$ cat src/rtl/rr_arbiter8.sv
// Eight-way round-robin arbiter: one grant at a time, held until done or request drop.
// Optional grant timeout is compiled in with RR_ARBITER8_TIMEOUT_EN (uses HOLD_MAX).
module rr_arbiter8 #(
    parameter int HOLD_MAX = 15
) (
    input  logic       clk,
    input  logic       rst,
    input  logic [7:0] req,
    input  logic       done,
    output logic       gnt_valid,
    output logic [2:0] gnt_idx,
    output logic [7:0] gnt_onehot,
    output logic       busy
);

    typedef enum logic {IDLE = 1'b0, GRANT = 1'b1} state_t;

    state_t     r_state, w_state_nxt;
    logic [2:0] r_ptr, w_ptr_nxt;
    logic [2:0] r_gnt_idx, w_idx_nxt;
    logic       r_gnt_valid, w_vld_nxt;
    logic [7:0] r_gnt_onehot;
    logic       r_busy;

    logic [15:0] w_dbl;
    logic [7:0]  w_rot;
    logic [2:0]  w_off;
    logic [2:0]  w_pick;
    logic        w_tmo;
    logic        w_release;

    // Rotate so that bit 0 is the requester at ptr; the lowest set bit wins.
    assign w_dbl  = {req, req};
    assign w_rot  = w_dbl[r_ptr +: 8];
    assign w_pick = r_ptr + w_off;

    always_comb begin
        w_off = 3'd0;
        for (int j = 7; j >= 0; j--) begin
            if (w_rot[j]) w_off = 3'(j);
        end
    end

`ifdef RR_ARBITER8_TIMEOUT_EN
    logic [3:0] r_hold;

    // Cleared on the granting edge, so it reads k-1 during the k-th grant cycle.
    always_ff @(posedge clk) begin
        if (rst)
            r_hold <= 4'd0;
        else if (r_state == IDLE)
            r_hold <= 4'd0;
        else
            r_hold <= r_hold + 4'd1;
    end

    assign w_tmo = (r_state == GRANT) && (r_hold == 4'(HOLD_MAX - 1));
`else
    assign w_tmo = 1'b0;
`endif

    assign w_release = done || !req[r_gnt_idx] || w_tmo;

    always_comb begin
        w_state_nxt = r_state;
        w_ptr_nxt   = r_ptr;
        w_idx_nxt   = r_gnt_idx;
        w_vld_nxt   = r_gnt_valid;
        case (r_state)
            IDLE: begin
                if (|req) begin
                    w_state_nxt = GRANT;
                    w_idx_nxt   = w_pick;
                    w_vld_nxt   = 1'b1;
                end
            end
            GRANT: begin
                if (w_release) begin
                    w_state_nxt = IDLE;
                    w_vld_nxt   = 1'b0;
                    w_ptr_nxt   = r_gnt_idx + 3'd1;
                end
            end
            default: begin
                w_state_nxt = IDLE;
                w_vld_nxt   = 1'b0;
            end
        endcase
    end

    always_ff @(posedge clk) begin
        if (rst) begin
            r_state      <= IDLE;
            r_ptr        <= 3'd0;
            r_gnt_idx    <= 3'd0;
            r_gnt_valid  <= 1'b0;
            r_gnt_onehot <= 8'h00;
            r_busy       <= 1'b0;
        end else begin
            r_state      <= w_state_nxt;
            r_ptr        <= w_ptr_nxt;
            r_gnt_idx    <= w_idx_nxt;
            r_gnt_valid  <= w_vld_nxt;
            r_gnt_onehot <= w_vld_nxt ? (8'h01 << w_idx_nxt) : 8'h00;
            r_busy       <= (w_state_nxt == GRANT);
        end
    end

    assign gnt_valid  = r_gnt_valid;
    assign gnt_idx    = r_gnt_idx;
    assign gnt_onehot = r_gnt_onehot;
    assign busy       = r_busy;

endmodule

$ cat config.mk
export PLATFORM = sky130hd
export DESIGN_NAME = rr_arbiter8
export DESIGN_NICKNAME = d
export VERILOG_FILES = /design/src/rtl/rr_arbiter8.sv
export SDC_FILE = /design/constraint.sdc
export NUM_CORES = 1
export LEC_CHECK = 0
export BUFFER_PORTS_ARGS = -buffer_cell sky130_fd_sc_hd__buf_2
export CAP_MARGIN = 10
export CORE_AREA = 2 2 69 71
export DETAILED_ROUTE_END_ITERATION = 16
export DIE_AREA = 0 0 71 73
export SYNTH_ARGS = -nofsm -noshare
export SYNTH_HDL_FRONTEND = slang
export SYNTH_SLANG_ARGS = --single-unit
$ cat constraint.sdc
create_clock -name clk -period 3.9 [get_ports clk]
set_input_delay 0 -clock clk [delete_from_list [all_inputs] [get_ports clk]]
set_output_delay 0 -clock clk [all_outputs]
set_load 0.05 [all_outputs]
Word level (Yosys, flattened, before mapping)
Index checks and enable logic that the tools add are counted.
{"block": "word_totals", "wordCells": 35, "inputBits": 11, "out_inout_bits": 13, "regBits": 16}
{"block": "op_classes", "bitwise": 2, "add_sub_neg": 2, "magnitude_cmp": 1, "n_reduce_logical": 5, "mux": 18, "shifts": 2}
{"op": "3-bit 2-to-1 mux", "count": 10}
{"op": "16-bit by 4-bit indexed part select with 8-bit output", "count": 1}
{"op": "8-bit OR reduction", "count": 1}
{"op": "1-bit by 3-bit left shift with 8-bit output (first input constant)", "count": 1}
{"op": "1-bit 2-to-1 mux", "count": 5}
{"op": "3-bit by 4-bit < comparator with 1-bit output (second input constant)", "count": 1}
{"op": "1-bit case mux with 2 select lines", "count": 2}
{"op": "3-bit by 1-bit adder with 3-bit output (second input constant)", "count": 1}
{"op": "3-bit adder", "count": 1}
{"op": "1-bit binary-select mux with 3-bit select", "count": 1}
{"op": "1-bit inverter", "count": 2}
{"op": "2-bit AND reduction", "count": 1}
{"op": "2-bit OR reduction", "count": 1}
{"op": "1-bit logical NOT", "count": 1}
{"op": "1-bit logical OR", "count": 1}

Logic depth before layout (Yosys ltp)
Gate-level depths: netlist of the first run.
{"block": "depth", "depth_word": 13, "depth_mapped": 15, "mapped_depth_nobuf": 12}

Least setup slack after synthesis of the first run
Ideal clock, no wire load.
{"block": "synth_timing", "path_kind": "register to register", "from": "reg r_ptr[1]", "to": "reg r_gnt_onehot[1], in the netlist gnt_onehot[1]", "n_path_buf": 3, "t_required_ps": 3763, "path_slack_ps": 935, "setup_time_ps": 137, "synth_period_minus_slack_ps": 2965, "stages_incl_launch_ff": 14, "arrival_ps": 2827, "path_cell_list": "dfxtp_1 buf_2 buf_1 clkbuf_1 o21ai_0 nand2_1 o21ai_0 a32oi_1 o31ai_1 ha_1 fa_1 and3b_1 o21ai_0 a211oi_1"}
{"block": "synth_between", "elab_chain_len": 13}
{"item": "start, declared", "line": "19", "rtl": "logic [2:0] r_ptr, w_ptr_nxt;"}
{"item": "start signal, assigned", "line": "101", "rtl": "r_ptr <= w_ptr_nxt;"}
{"item": "16-bit by 4-bit indexed part select with 8-bit output", "line": "34", "rtl": "assign w_rot = w_dbl[r_ptr +: 8];"}
{"item": "3-bit 2-to-1 mux (8 in series)", "line": "40", "rtl": "if (w_rot[j]) w_off = 3'(j);"}
{"item": "3-bit adder *", "line": "35", "rtl": "assign w_pick = r_ptr + w_off;"}
{"item": "3-bit 2-to-1 mux *", "line": "71", "rtl": "if (|req) begin"}
{"item": "3-bit 2-to-1 mux *", "line": "69", "rtl": "case (r_state)"}
{"item": "1-bit by 3-bit left shift with 8-bit output *", "line": "104", "rtl": "r_gnt_onehot <= w_vld_nxt ? (8'h01 << w_idx_nxt) : 8'h00;"}
{"item": "end signal, assigned", "line": "104"}
{"item": "end, declared", "line": "22", "rtl": "logic [7:0] r_gnt_onehot;"}
Mark *: on every way between the ends. The rest lies on a longest branch, timed or not.
A chain may end at the register's enable or synchronous reset.

Worst setup path after layout of the first run
Ends and elaborated chain as after synthesis.

==> results of run 1 <==
-- layer usage --
metal | GRT usage [%] | part of all wire (%)
met1 | 16.2 | 48
met2 | 20.4 | 47
met3 | 1.24 | 4.3
met4 | 2.10 | 0.39
met5 | 0 | 0
-- cell type report --
cell class / instances / share of cell area, %
clock buffer: 4 / 3.64
inverter: 5 / 1.24
multi-input combinational: 120 / 60.4
sequential: 16 / 21.2
tap: 54 / 4.47
timing repair buffer: 26 / 9.10
-- power by group through the flow --
| stage | clock network, mW | logic [mW] | registers (mW) |
|---|---|---|---|
| floorplan | 0 | 0.219 | 0.273 |
| global placement | 0 | 0.336 | 0.225 |
| detailed placement | 0 | 0.337 | 0.225 |
| CTS | 0.146 | 0.339 | 0.222 |
| global route | 0.151 | 0.366 | 0.226 |
| finish | 0.142 | 0.338 | 0.221 |
-- state kept, by name, indices dropped and copies added, names as in the netlist --
register	count
gnt_valid	1
gnt_idx	3
r_ptr	3
busy	1
gnt_onehot	8
-- cells in the mapped netlist (all sizes together) --
library cell	n
o31ai	1
a32oi	2
buf	5
fa	1
nand3	4
o21bai	2
xnor2	2
dfxtp	16
a21oi	8
clkbuf	6
nand2b	2
a2111oi	1
a2111o	1
o311a	1
a22oi	1
inv	4
and4b	1
nor4	1
nor4b	1
nor2	14
or4	1
and2b	1
nor3	6
a31oi	2
nor2b	6
ha	2
a211oi	13
mux4	3
o211ai	1
and3b	2
nand2	6
xor2	1
o2111ai	2
o21ai	10
mux2i	10
a21o	2
o21a	1
mux2	3
a311oi	1
nor3b	3
clkinv	1
or2	1
-- per-stage QoR --
| stage | instance area (sq um) | setup WS [ns] | hold slack [ns] |
|---|---|---|---|
| finish | 1510 | 0.678 | 0.0539 |
| global route | 1510 | 0.354 | 0.0536 |
| CTS | 1510 | 0.673 | 0.0552 |
| detailed placement | 1460 | 0.689 | 0.312 |
| global placement | 1460 | 0.696 | 0.311 |
| floorplan | 1290 | 0.935 | 0.240 |
-- cells by family after synthesis --
family | count (synthesis) | synth area share, %
compound gates | 49 | 26.4
xor+xnor | 3 | 2.61
fa+ha+maj | 3 | 3.48
buf+inv | 16 | 5.22
flops | 16 | 24.7
mux | 16 | 15.8
simple gates | 49 | 21.7
-- how the worst min path moves through the flow --
stage                             to  cells past startpoint
after floorplan                 busy                      3
after global placement    gnt_idx[1]                      2
after detailed placement  gnt_idx[1]                      2
after CTS                 gnt_idx[0]                      2
after global routing      gnt_idx[0]                      2
final                     gnt_idx[0]                      2
==> impl_metrics.csv, run 1 <==
group,metric,value,unit
finish,final-seq-area,320,sq um
finish,antenna_cells,0,
finish,most_common_cell_after_layout_fill_and_taps_aside,"buf_2",
floorplanning,start_util,28.6,%
clocking,clk-insertion-delay-late,0.25,ns
setup_path,reg2reg_to,"gnt_onehot[1]",
clocking,tritoncts,"done",
clocking,cts_post_setup_buffers_inserted,0,
logic_synthesis,mappedNetlistNets,166,
routing,antenna_left,0,
pwr,seqPwrFrac,31.5,%
sta,report.final.hold_viol_count,0,
pwr,power.switching_fraction,42.1,%
finish,commonest_cells_after_routing_fill_and_taps_aside,"buf_2, dfxtp_1, nor2_1",
setup_path,critical-path-max-stage-delay,0.70,ns
clocking,cts_htree_levels,1,
clocking,cts_inserted_buffers,3,
sta,slew_headroom,59.7,%
pwr,power.clock.fraction,20.3,%
logic_synthesis,synthTopCellsByArea,"dfxtp_1, mux2i_1, a211oi_1",
run_status,outcome,"finished clean",
sta,timing.clock.skew,0.00203,ns
global_routing,grt.overflow.total,0,
setup_path,r2r_slack,0.68,ns
sta,fmaxAchievable,310,MHz
finish,nNetsFinal,186,
routing,drt_pre_antenna_iters,4,
clocking,postCtsHoldBufs,0,
clocking,clk_pin_slew,0.06,ns
logic_synthesis,netlist_instances,152,
clocking,cts_resized,0,
global_routing,grt_antenna_before_repair,0,
routing,number_of_drc_markers_after_the_initial_detailed_route_iteration,61,
place,hpwl,2220,microns
logic_synthesis,synth.cell_area,0.00129,sq mm
place,place_inst,221,
job,drv.max_cap_violation_count,0,
floorplanning,core_area,0.00454,sq mm
floorplanning,die_x,71,microns
clocking,cts_num_sinks,16,
setup_path,critical_path.cell_chain,"a211oi_1 > a21o_1 > a2111oi_0 > and4b_1 > o31ai_1 > ha_1 > fa_1 > and3b_1 > o21ai_0 > a211oi_1",
sta,worst_slew_pin_slew,0.603,ns
setup_path,crit_arrival,3.38,ns
routing,route.detailed.wl_per_inst,13.5,microns
logic_synthesis,synth_top_area_share,24.7,%
finish,final-instance-count-excl-fill,225,
finish,multi_input_area,913,sq um
setup_path,critPathBufInv,0,
sta,finalCriticalPeriod,3.22,ns
finish,filler_instances,470,
pwr,comb_power_share,48.2,%
routing,routed-via-count,1224,
setup_path,crit_fanout,16,
setup_path,worst-r2r-cell-count,10,
setup_path,criticalPathCategory,"reg -> reg",
pwr,internal_power,0.406,mW
setup_path,critical_path.slowest_cell,"dfxtp_1",
pwr,switching_power,0.295,mW
setup_path,crit_required,4.06,ns
global_routing,grt_resource_usage_total,11.8,%
clocking,ctsRootBufferMaster,"clkbuf_8",
sta,fin_crit_sh,82.6,%
logic_synthesis,synth.yosys.seq_area_share,24.7,%
pwr,power_density_over_the_cells,463,mW/mm^2
setup_path,cp-end-kind,"register",
setup_path,crit_path_frequent_cell,"a211oi_1",
sta,fin_setup_tns,0,ns
global_routing,maximum_number_of_pins_on_one_net_before_global_route_repair,25,
global_routing,number_of_global_route_vias_before_repair,1096,
logic_synthesis,syn-mean-instance-area,8.52,sq um
sta,report.final.slew_viol_count,0,
logic_synthesis,yosys_warnings,0,
logic_synthesis,ys_seq_elements,16,
hold_path,holdCritPathClass,"in -> reg",
setup_path,cp-start-kind,"register",
pwr,power.static_leakage,0.591,nW
routing,vias_per_cell,5.44,
place,port_buffers,23,
logic_synthesis,netlist.top_cell.by_area,"dfxtp_1",
pwr,total_power,0.701,mW
finish,final_util,33.4,%
floorplanning,num_io_pins,24,
logic_synthesis,netlist-cell-type-count,49,
floorplanning,die_y_extent,73,microns
sta,setup_viol,0,
routing,drt_wl_total,3040,microns
setup_path,critical_path_startpoint,"r_ptr[1]",
finish,drive_gt1_share,24.6,%
clocking,longest_clk_path_bufs,2,
pwr,max-vdd-ir-drop,0.111,mV
setup_path,path_delay_family,"compound AO/OA/AOI/OAI gates",
finish,area_growth,16.8,%
floorplanning,die_area,0.00518,sq mm
routing,remaining_drc_errors,0,
place,gpl.final_weighted_congestion,0.816,
sta,rsz0062_at_grt,"false",
setup_path,r2r_path_start,"r_ptr[1]",
hold_path,hold_start,"rst",
setup_path,cp_num_cells,10,
floorplanning,std_cell_rows,25,
global_routing,first_pass_grt_wire_length,5090,microns
setup_path,endpoint,"gnt_onehot[1]",
(Power assumes the default switching activity.)
==> run 2, diff against run 1 <==
- clock period: 3.9 -> 3.2 ns (I/O delays scaled with it)
==> impl_metrics.csv, run 2 (synthesized netlist as in run 1, its figures left out) <==
group,metric,value,unit
run_status,outcome,"finished clean",
place,hpwl,2410,microns
floorplanning,core_area,0.00454,sq mm
floorplanning,std_cell_rows,25,
pwr,power_density_over_the_cells,563,mW/mm^2
sta,finalCriticalPeriod,2.93,ns
setup_path,cp-start-kind,"register",
clocking,clk-insertion-delay-late,0.25,ns
finish,most_common_cell_after_layout_fill_and_taps_aside,"buf_2",
floorplanning,num_io_pins,24,
routing,routed-via-count,1234,
clocking,cts_htree_levels,1,
place,port_buffers,23,
floorplanning,die_y_extent,73,microns
finish,drive_gt1_share,26.0,%
setup_path,r2r_slack,0.27,ns
sta,fmaxAchievable,342,MHz
setup_path,crit_arrival,3.09,ns
hold_path,hold_start,"rst",
sta,fin_crit_sh,91.5,%
job,drv.max_cap_violation_count,0,
sta,report.final.slew_viol_count,0,
sta,timing.clock.skew,0.00302,ns
sta,worst_slew_pin_slew,0.604,ns
clocking,tritoncts,"done",
global_routing,maximum_number_of_pins_on_one_net_before_global_route_repair,16,
finish,area_growth,18.1,%
sta,report.final.hold_viol_count,0,
global_routing,number_of_global_route_vias_before_repair,1118,
floorplanning,start_util,28.6,%
routing,antenna_left,0,
clocking,cts_post_setup_buffers_inserted,0,
place,placedInstanceArea,0.00147,sq mm
sta,setup_viol,0,
finish,filler_instances,479,
finish,finalInstanceArea,0.00153,sq mm
hold_path,holdCritPathClass,"in -> reg",
finish,antenna_cells,0,
floorplanning,die_x,71,microns
setup_path,cp-end-kind,"register",
sta,slew_headroom,59.6,%
clocking,postCtsHoldBufs,0,
routing,route.detailed.wl_per_inst,13.7,microns
clocking,longest_clk_path_bufs,2,
setup_path,criticalPathCategory,"reg -> reg",
global_routing,grt_resource_usage_total,12.2,%
clocking,clk_pin_slew,0.06,ns
hold_path,hold_depth,2,
finish,multi_input_area,913,sq um
setup_path,worst-r2r-cell-count,10,
finish,commonest_cells_after_routing_fill_and_taps_aside,"buf_2, dfxtp_1, nor2_1",
finish,largest_register_ff_count,8,
floorplanning,die_area,0.00518,sq mm
pwr,total_power,0.861,mW
sta,fin_setup_tns,0,ns
clocking,ctsRootBufferMaster,"clkbuf_8",
routing,remaining_drc_errors,0,
global_routing,first_pass_grt_wire_length,5180,microns
routing,drt_pre_antenna_iters,4,
hold_path,hold-path-endpoint,"gnt_idx[0]",
setup_path,crit_required,3.36,ns
clocking,cts_inserted_buffers,3,
setup_path,reg2reg_to,"gnt_onehot[0]",
finish,final-seq-area,322,sq um
finish,final_util,33.7,%
sta,fin_hold_ws,0.0582,ns
pwr,power.static_leakage,0.602,nW
global_routing,grt_antenna_before_repair,0,
clocking,cts_num_sinks,16,
setup_path,r2r_path_start,"r_ptr[1]",
setup_path,critical_path_startpoint,"r_ptr[1]",
setup_path,crit_fanout,7,
routing,drt_wl_total,3110,microns
sta,rsz0062_at_grt,"false",
finish,nNetsFinal,188,
routing,number_of_drc_markers_after_the_initial_detailed_route_iteration,28,
place,gpl.final_weighted_congestion,0.836,
global_routing,grt.overflow.total,0,
routing,vias_per_cell,5.44,
pwr,max-vdd-ir-drop,0.125,mV
==> run 2: through the flow <==
step / cells / setup WS [ns]
5_1_grt: 227 / 0.0149
4_1_cts: 227 / 0.173
3_5_place_dp: 223 / 0.185
3_3_place_gp: 223 / 0.187
2_1_floorplan: 152 / 0.235
6_report: 227 / 0.273
==> run 2: how the worst max path moves through the flow <==
| stage | slack, ns | endpoint | cells after the start |
|---|---|---|---|
| after global placement | 0.19 | gnt_onehot[5] | 10 |
| after floorplan | 0.24 | gnt_onehot[1] | 13 |
| after global routing | 0.01 | gnt_onehot[0] | 10 |
| after CTS | 0.17 | gnt_onehot[5] | 11 |
| after detailed placement | 0.18 | gnt_onehot[5] | 11 |
| final | 0.27 | gnt_onehot[0] | 10 |
==> run 2: where the power goes <==
group	switching, mW	internal, mW	total (mW)
Sequential	0.0375	0.228	0.266
Combinational	0.258	0.162	0.420
Clock	0.0658	0.109	0.175
==> run 2: area by class of cell <==
type | count | area share, %
multi-input cells | 120 | 59.7
flip-flops and latches | 16 | 21.0
repair buffers | 28 | 9.98
well taps | 54 | 4.42
clock buffers | 4 | 3.60
inverters | 5 | 1.23
==> run 2: what timing repair did <==
| item | 4_1_cts | 5_1_grt |
|---|---|---|
| resized for setup | 0 | 1 |
| endpoints found under the setup margin | 0 | 3 |
| hold endpoints to repair | 0 | 0 |
==> run 2: critical path, cell delays in order (launching register included) <==
cell and delay [ns]:
dfxtp_2 0.37, buf_4 0.18, a21o_1 0.17, a2111oi_0 0.33, and4b_1 0.24, o31ai_1 0.30, ha_1 0.22, fa_1 0.46
nor3b_1 0.19, o21ai_0 0.14, a211oi_1 0.24
==> run 2: routing by layer <==
metal	track usage, %	wire length (microns)
met1	15.8	1470
met5	0	0
met4	3.35	27
met3	1.38	110
met2	21.4	1500
